$ cat config.mk
export PLATFORM = sky130hd
export DESIGN_NAME = cond_unit_ctx
export DESIGN_NICKNAME = d
export VERILOG_FILES = /design/src/rtl/cond_unit_ctx_pkg.sv /design/src/rtl/cond_unit_ctx_stack.sv /design/src/rtl/cond_unit_ctx.sv
export SDC_FILE = /design/constraint.sdc
export NUM_CORES = 1
export LEC_CHECK = 0
export BUFFER_PORTS_ARGS = -buffer_cell sky130_fd_sc_hd__buf_4
export CELL_PAD_IN_SITES_DETAIL_PLACEMENT = 0
export CELL_PAD_IN_SITES_GLOBAL_PLACEMENT = 1
export CORE_UTILIZATION = 32
export DETAILED_ROUTE_END_ITERATION = 16
export PLACE_DENSITY = 0.61
export SLEW_MARGIN = 10
export SYNTH_ARGS = -nofsm -noshare
export SYNTH_HDL_FRONTEND = slang
export SYNTH_HIERARCHICAL = 1
export SYNTH_SLANG_ARGS = --single-unit
$ cat constraint.sdc
create_clock -name clk -period 2.53 [get_ports clk]
set_input_delay 0.1265 -clock clk [delete_from_list [all_inputs] [get_ports clk]]
set_output_delay 0.1265 -clock clk [all_outputs]
set_load 0.02 [all_outputs]
$ cat src/rtl/cond_unit_ctx_pkg.sv
// Shared condition-code encodings and flag bit positions for the condition unit.
package cond_defs;

   localparam logic [3:0] COND_EQ = 4'b0000;
   localparam logic [3:0] COND_NE = 4'b0001;
   localparam logic [3:0] COND_CS = 4'b0010;
   localparam logic [3:0] COND_CC = 4'b0011;
   localparam logic [3:0] COND_MI = 4'b0100;
   localparam logic [3:0] COND_PL = 4'b0101;
   localparam logic [3:0] COND_VS = 4'b0110;
   localparam logic [3:0] COND_VC = 4'b0111;
   localparam logic [3:0] COND_HI = 4'b1000;
   localparam logic [3:0] COND_LS = 4'b1001;
   localparam logic [3:0] COND_GE = 4'b1010;
   localparam logic [3:0] COND_LT = 4'b1011;
   localparam logic [3:0] COND_GT = 4'b1100;
   localparam logic [3:0] COND_LE = 4'b1101;
   localparam logic [3:0] COND_AL = 4'b1110;
   localparam logic [3:0] COND_NV = 4'b1111;

   localparam int FLAG_N = 3;
   localparam int FLAG_Z = 2;
   localparam int FLAG_C = 1;
   localparam int FLAG_V = 0;

endpackage

$ cat src/rtl/cond_unit_ctx_stack.sv
// LIFO of saved flag contexts: push, pop and push+pop exchange of the top entry,
// with full/empty status and a sticky error for illegal operations.
module flag_ctx_stack #(
   parameter int W     = 4,
   parameter int DEPTH = 4
) (
   input  logic         clk,
   input  logic         reset,
   input  logic         push,
   input  logic         pop,
   input  logic [W-1:0] din,
   output logic [W-1:0] top,
   output logic         load,
   output logic         empty,
   output logic         full,
   output logic         err
);

   localparam int PW = $clog2(DEPTH + 1);
   localparam int IW = (DEPTH > 1) ? $clog2(DEPTH) : 1;

   logic [W-1:0]  mem_r [DEPTH];
   logic [PW-1:0] ptr_r;
   logic          err_r;

   logic          do_push_s;
   logic          do_pop_s;
   logic          do_xchg_s;
   logic          illegal_s;
   logic          mem_we_s;
   logic [IW-1:0] top_idx_s;
   logic [IW-1:0] wr_idx_s;

   assign empty = (ptr_r == '0);
   assign full  = (ptr_r == PW'(DEPTH));
   assign err   = err_r;
   assign load  = do_pop_s | do_xchg_s;
   assign top   = mem_r[top_idx_s];

   // Operation decode; illegal requests leave pointer and storage untouched.
   always_comb begin
      do_push_s = 1'b0;
      do_pop_s  = 1'b0;
      do_xchg_s = 1'b0;
      illegal_s = 1'b0;
      if (push && !pop) begin
         do_push_s = !full;
         illegal_s = full;
      end else if (pop && !push) begin
         do_pop_s  = !empty;
         illegal_s = empty;
      end else if (push && pop) begin
         do_xchg_s = !empty;
         illegal_s = empty;
      end else begin
         illegal_s = 1'b0;
      end
      if (empty) begin
         top_idx_s = '0;
      end else begin
         top_idx_s = IW'(ptr_r - PW'(1));
      end
      if (do_xchg_s) begin
         wr_idx_s = top_idx_s;
      end else begin
         wr_idx_s = IW'(ptr_r);
      end
      mem_we_s = do_push_s | do_xchg_s;
   end

   // Stack pointer and sticky error flag.
   always_ff @(posedge clk or negedge reset) begin
      if (!reset) begin
         ptr_r <= '0;
         err_r <= 1'b0;
      end else begin
         if (do_push_s) begin
            ptr_r <= ptr_r + PW'(1);
         end else if (do_pop_s) begin
            ptr_r <= ptr_r - PW'(1);
         end
         if (illegal_s) begin
            err_r <= 1'b1;
         end
      end
   end

   // Entry storage is deliberately not reset; the pointer defines validity.
   always_ff @(posedge clk) begin
      if (mem_we_s) begin
         mem_r[wr_idx_s] <= din;
      end
   end

endmodule

$ cat src/rtl/cond_unit_ctx.sv
// ARM condition unit: grouped flag register, condition evaluation, write-enable
// gating for the multicycle controller and a flag-context stack for exceptions.
module cond_unit_ctx
   import cond_defs::*;
#(
   parameter int NFLAGS     = 4,
   parameter int NGROUPS    = 2,
   parameter int DEPTH      = 4,
   parameter bit MULTICYCLE = 1'b1
) (
   input  logic              clk,
   input  logic              reset,
   input  logic [3:0]        Cond,
   input  logic [NFLAGS-1:0] ALUFlags,
   input  logic [NGROUPS-1:0] FlagW,
   input  logic              PCS,
   input  logic              NextPC,
   input  logic              RegW,
   input  logic              MemW,
   input  logic              FlagPush,
   input  logic              FlagPop,
   output logic              PCWrite,
   output logic              RegWrite,
   output logic              MemWrite,
   output logic              CondEx,
   output logic [NFLAGS-1:0] Flags,
   output logic              StackEmpty,
   output logic              StackFull,
   output logic              StackErr
);

   localparam int GW = NFLAGS / NGROUPS;

   logic [NFLAGS-1:0] flags_r;
   logic [NFLAGS-1:0] flags_nxt_s;
   logic [NFLAGS-1:0] stack_top_s;
   logic              stack_load_s;
   logic              cond_ex_s;
   logic              cond_ex_r;
   logic              gate_s;
   logic              n_s, z_s, c_s, v_s;

   assign n_s = flags_r[FLAG_N];
   assign z_s = flags_r[FLAG_Z];
   assign c_s = flags_r[FLAG_C];
   assign v_s = flags_r[FLAG_V];

   // Condition decode against the architectural NZCV bits.
   always_comb begin
      cond_ex_s = 1'b0;
      case (Cond)
         COND_EQ: cond_ex_s = z_s;
         COND_NE: cond_ex_s = !z_s;
         COND_CS: cond_ex_s = c_s;
         COND_CC: cond_ex_s = !c_s;
         COND_MI: cond_ex_s = n_s;
         COND_PL: cond_ex_s = !n_s;
         COND_VS: cond_ex_s = v_s;
         COND_VC: cond_ex_s = !v_s;
         COND_HI: cond_ex_s = c_s && !z_s;
         COND_LS: cond_ex_s = !c_s || z_s;
         COND_GE: cond_ex_s = (n_s == v_s);
         COND_LT: cond_ex_s = (n_s != v_s);
         COND_GT: cond_ex_s = !z_s && (n_s == v_s);
         COND_LE: cond_ex_s = z_s || (n_s != v_s);
         COND_AL: cond_ex_s = 1'b1;
         default: cond_ex_s = 1'b0;
      endcase
   end

   assign gate_s   = MULTICYCLE ? cond_ex_r : cond_ex_s;
   assign CondEx   = gate_s;
   assign RegWrite = RegW & gate_s;
   assign MemWrite = MemW & gate_s;
   assign PCWrite  = (PCS & gate_s) | NextPC;
   assign Flags    = flags_r;

   // Restores from the stack take priority over ALU group writes; group
   // writes always use the combinational result, even in multicycle mode.
   always_comb begin
      flags_nxt_s = flags_r;
      if (stack_load_s) begin
         flags_nxt_s = stack_top_s;
      end else begin
         for (int g = 0; g < NGROUPS; g++) begin
            if (FlagW[g] && cond_ex_s) begin
               flags_nxt_s[g*GW +: GW] = ALUFlags[g*GW +: GW];
            end else begin
               flags_nxt_s[g*GW +: GW] = flags_r[g*GW +: GW];
            end
         end
      end
   end

   // Flag register and registered condition result.
   always_ff @(posedge clk or negedge reset) begin
      if (!reset) begin
         flags_r   <= '0;
         cond_ex_r <= 1'b0;
      end else begin
         flags_r   <= flags_nxt_s;
         cond_ex_r <= cond_ex_s;
      end
   end

   flag_ctx_stack #(
      .W     (NFLAGS),
      .DEPTH (DEPTH)
   ) u_stack (
      .clk   (clk),
      .reset (reset),
      .push  (FlagPush),
      .pop   (FlagPop),
      .din   (flags_r),
      .top   (stack_top_s),
      .load  (stack_load_s),
      .empty (StackEmpty),
      .full  (StackFull),
      .err   (StackErr)
   );

endmodule

==> flow_metrics.env <==
export IMPL_postSynthCellCount=135
export IMPL_drtIter0Drc=77
export IMPL_final_layout_size_suffix_gt1_share_pct=33.7
export IMPL_core_region_area_sq_mm=0.00472
export IMPL_grt_pass1_vias=1160
export IMPL_multiInputGateArea_sq_um=797
export IMPL_wire_per_inst_um=14.4
export IMPL_tightest_slew_ns=0.546
export IMPL_antenna_cells=0
export IMPL_peakVddDrop_mv=0.527
export IMPL_routabilityCongestion=0.797
export IMPL_cp_data_arrival_time_ns=2.46
export IMPL_grt_setup_unrepaired="false"
export IMPL_worst_setup_path_start_kind="flip-flop"
export IMPL_cp_buffers_inverters=2
export IMPL_wl_mm=3.44
export IMPL_synth_edf_count=16
export IMPL_p_leak_uw=0.000797
export IMPL_path_delay_family="multiplexers"
export IMPL_postCtsSetupRepairBufs=0
export IMPL_min_period_ns=2.32
export IMPL_firstDrtPassIters=4
export IMPL_ys_ff_latch=25
export IMPL_critPathMaxFanout=9
export IMPL_synth_top_cell_area_share_pct=30.6
export IMPL_avgSynthCellArea_sq_um=11.6
export IMPL_fin_skew_ns=0.000996
export IMPL_ant_nets=0
export IMPL_drv_slew=0
export IMPL_netlist_area_sq_mm=0.00157
export IMPL_synth_top_area_cell="edfxtp_1"
export IMPL_grt_start_max_net_pins=17
export IMPL_end_kind="flip-flop"
export IMPL_ys_dominant_reg_cell="edfxtp_1"
export IMPL_cp_slowest_cell="mux4_2"
export IMPL_die_w_um=72.0
export IMPL_syn_nets=156
export IMPL_worstSetupPathType="reg -> reg"
export IMPL_hold_violations=0
export IMPL_worstHoldPathCells=3
export IMPL_dieArea_sq_mm=0.00518
export IMPL_drc_errors=0
export IMPL_cts_inserted_buffers=3
export IMPL_synthDistinctLibCells=54
export IMPL_critPathMaxStageDelay_ns=0.52
export IMPL_cellPowerDensity_mw_per_mm2=1140
export IMPL_layout_nets=194
export IMPL_antenna_found_initial=0
export IMPL_met3RoutedLength_um=123
export IMPL_async_reset_ff_share_pct=36.0
export IMPL_pin_count=29
export IMPL_fmax_ghz=0.432
export IMPL_seq_area_sq_um=706
export IMPL_viasPerCell=4.94
export IMPL_status="complete, no violations"
export IMPL_synth_area_leaders="edfxtp_1 31%, dfrtp_1 14%, mux4_2 5.7%, o221a_2 2.9%, ha_1 2.4%"
export IMPL_period_share_pct=91.5
export IMPL_cts_sinks=25
export IMPL_synth_most_common_cell="edfxtp_1"
export IMPL_setup_tns_ns=0
export IMPL_ys_top_cells_by_count="16 x edfxtp_1, 10 x inv_1, 9 x dfrtp_1, 9 x nand2_1, 6 x o21ai_0"
export IMPL_die_h_um=72.0
export IMPL_dp_hpwl_mm=2.67
export IMPL_initial_utilization_pct=33.2
export IMPL_cts_buffer_depth=2
export IMPL_highest_layer="met4"
export IMPL_cp_required_ns=2.67
export IMPL_layout_setup_ws_ns=0.215
export IMPL_finalSetupViolCount=0
export IMPL_area_growth_pct=25.2
export IMPL_path_depth=11
export IMPL_cts_htree_levels=1
export IMPL_crit_path_cell_trace="inv_1, ha_2, nand2b_4, clkinv_4, nor2_4, mux4_2, nand2_1, o21ai_0, nand2_1, o221a_2, o211ai_1"
export IMPL_drv_cap=0
export IMPL_maxSlewHeadroom_pct=63.6
export IMPL_rows=25
export IMPL_rr_worst_depth=11
export IMPL_cts_root_buf="clkbuf_8"
export IMPL_yosys_warnings=6
export IMPL_drt_met1_wl_mm=1.61
export IMPL_critPathMostFrequentCell="nand2_1"
export IMPL_grt_pass1_wl_mm=5.69
export IMPL_hold_path_class="in -> reg"
export IMPL_clock_latency_ns=0.27
export IMPL_synth_seq_area_share_pct=45.0
export IMPL_overflow=0
export IMPL_cts_tree="built"
export IMPL_clkTransAtPathRegs_ns=0.09
export IMPL_portBuffers=28
export IMPL_vias=1181
export IMPL_dp_slack_ns=0.130
export IMPL_dr_wl_met2_mm=1.69
export IMPL_fill_cells=457
export IMPL_track_usage_pct=14.5
==> cell type report <==
type,instances,share of cell area [%]
flip-flops and latches,25,35.9
well taps,67,4.27
inverters,11,2.36
repair buffers,37,14.3
clock buffers,3,2.10
multi-input cells,95,40.6
clock inverters,1,0.446
==> sequential cells by signal, indices dropped and copies added, names as in the netlist <==
signal         cells
u_stack/ptr_r      3
u_stack/err        1
CondEx             1
Flags              4
u_stack/mem_r     16
==> layer usage <==
layer,up-vias,global-route usage [%]
met2,25,24.4
met4,0,3.27
li1,581,-
met3,2,3.33
met5,-,0
met1,573,19.0
==> final timing paths <==
check	startpoint	endpoint	slack, ns
worst max-delay path	u_stack/ptr_r[1]	Flags[1]	0.21
worst min-delay path	FlagW[0]	Flags[0]	0.17
worst max register to register	u_stack/ptr_r[1]	Flags[1]	0.21
worst min register to register	u_stack/err	u_stack/err	0.51
max in group asynchronous	reset	Flags[3]	2.18
min in group asynchronous	reset	u_stack/err	0.21
==> kinds of logic after synthesis <==
kind of cell               share of synthesized area [%]
muxes                                               9.82
buffers and inverters                               4.31
DFF                                                 45.0
adders and majority gates                           2.39
and+or+nand+nor                                     17.5
xor gates and xnor gates                            4.23
AOI/OAI and AO/OA                                   16.8
==> cells in the final DEF (no fill, tap or decap), types with 3 or more instances in the layout <==
| master | synthesis | routed |
|---|---|---|
| inv_1 | 10 | 10 |
| nand2_1 | 9 | 9 |
| clkbuf_8 | 0 | 3 |
| xor2_1 | 3 | 3 |
| dfrtp_1 | 9 | 9 |
| o211ai_1 | 4 | 4 |
| o221a_2 | 4 | 4 |
| a21oi_1 | 3 | 3 |
| nand3b_1 | 5 | 5 |
| mux2i_1 | 3 | 3 |
| nor2_1 | 4 | 4 |
| o21ai_0 | 6 | 6 |
| edfxtp_1 | 16 | 16 |
| nand2b_1 | 4 | 4 |
| buf_4 | 1 | 36 |
| and2_1 | 3 | 3 |
| mux4_2 | 4 | 4 |
==> worst min-delay path: cells and delay by family <==
| kind | cells | cell delay, ns |
|---|---|---|
| AOI/OAI and AO/OA | 1 | 0.08 |
| and+or+nand+nor | 1 | 0.07 |
| buffers and inverters | 1 | 0.12 |
==> timing repair <==
item	4_1_cts	5_1_grt
setup endpoints to repair	0	4
hold buffers	1	0
gates resized for setup	0	1
endpoints found under the hold margin	9	0
==> stage by stage <==
stage,cell area [sq um],hold slack (ns),power (uW),std cells,util [%]
floorplan,1570,-0.169,1590,135,-
global placement,1900,-0.0327,1980,234,40.2
detailed placement,1900,-0.0353,1990,234,40.2
CTS,1960,0.151,2250,239,41.5
global route,1960,0.173,2400,239,41.6
finish,1960,0.167,2230,239,41.6
==> report_power, final <==
group / switching, uW / internal, uW
registers: 127 / 621
clock network: 131 / 115
logic: 613 / 624
total: 870 / 1360
Note: power is estimated with default switching activity, not from simulation.
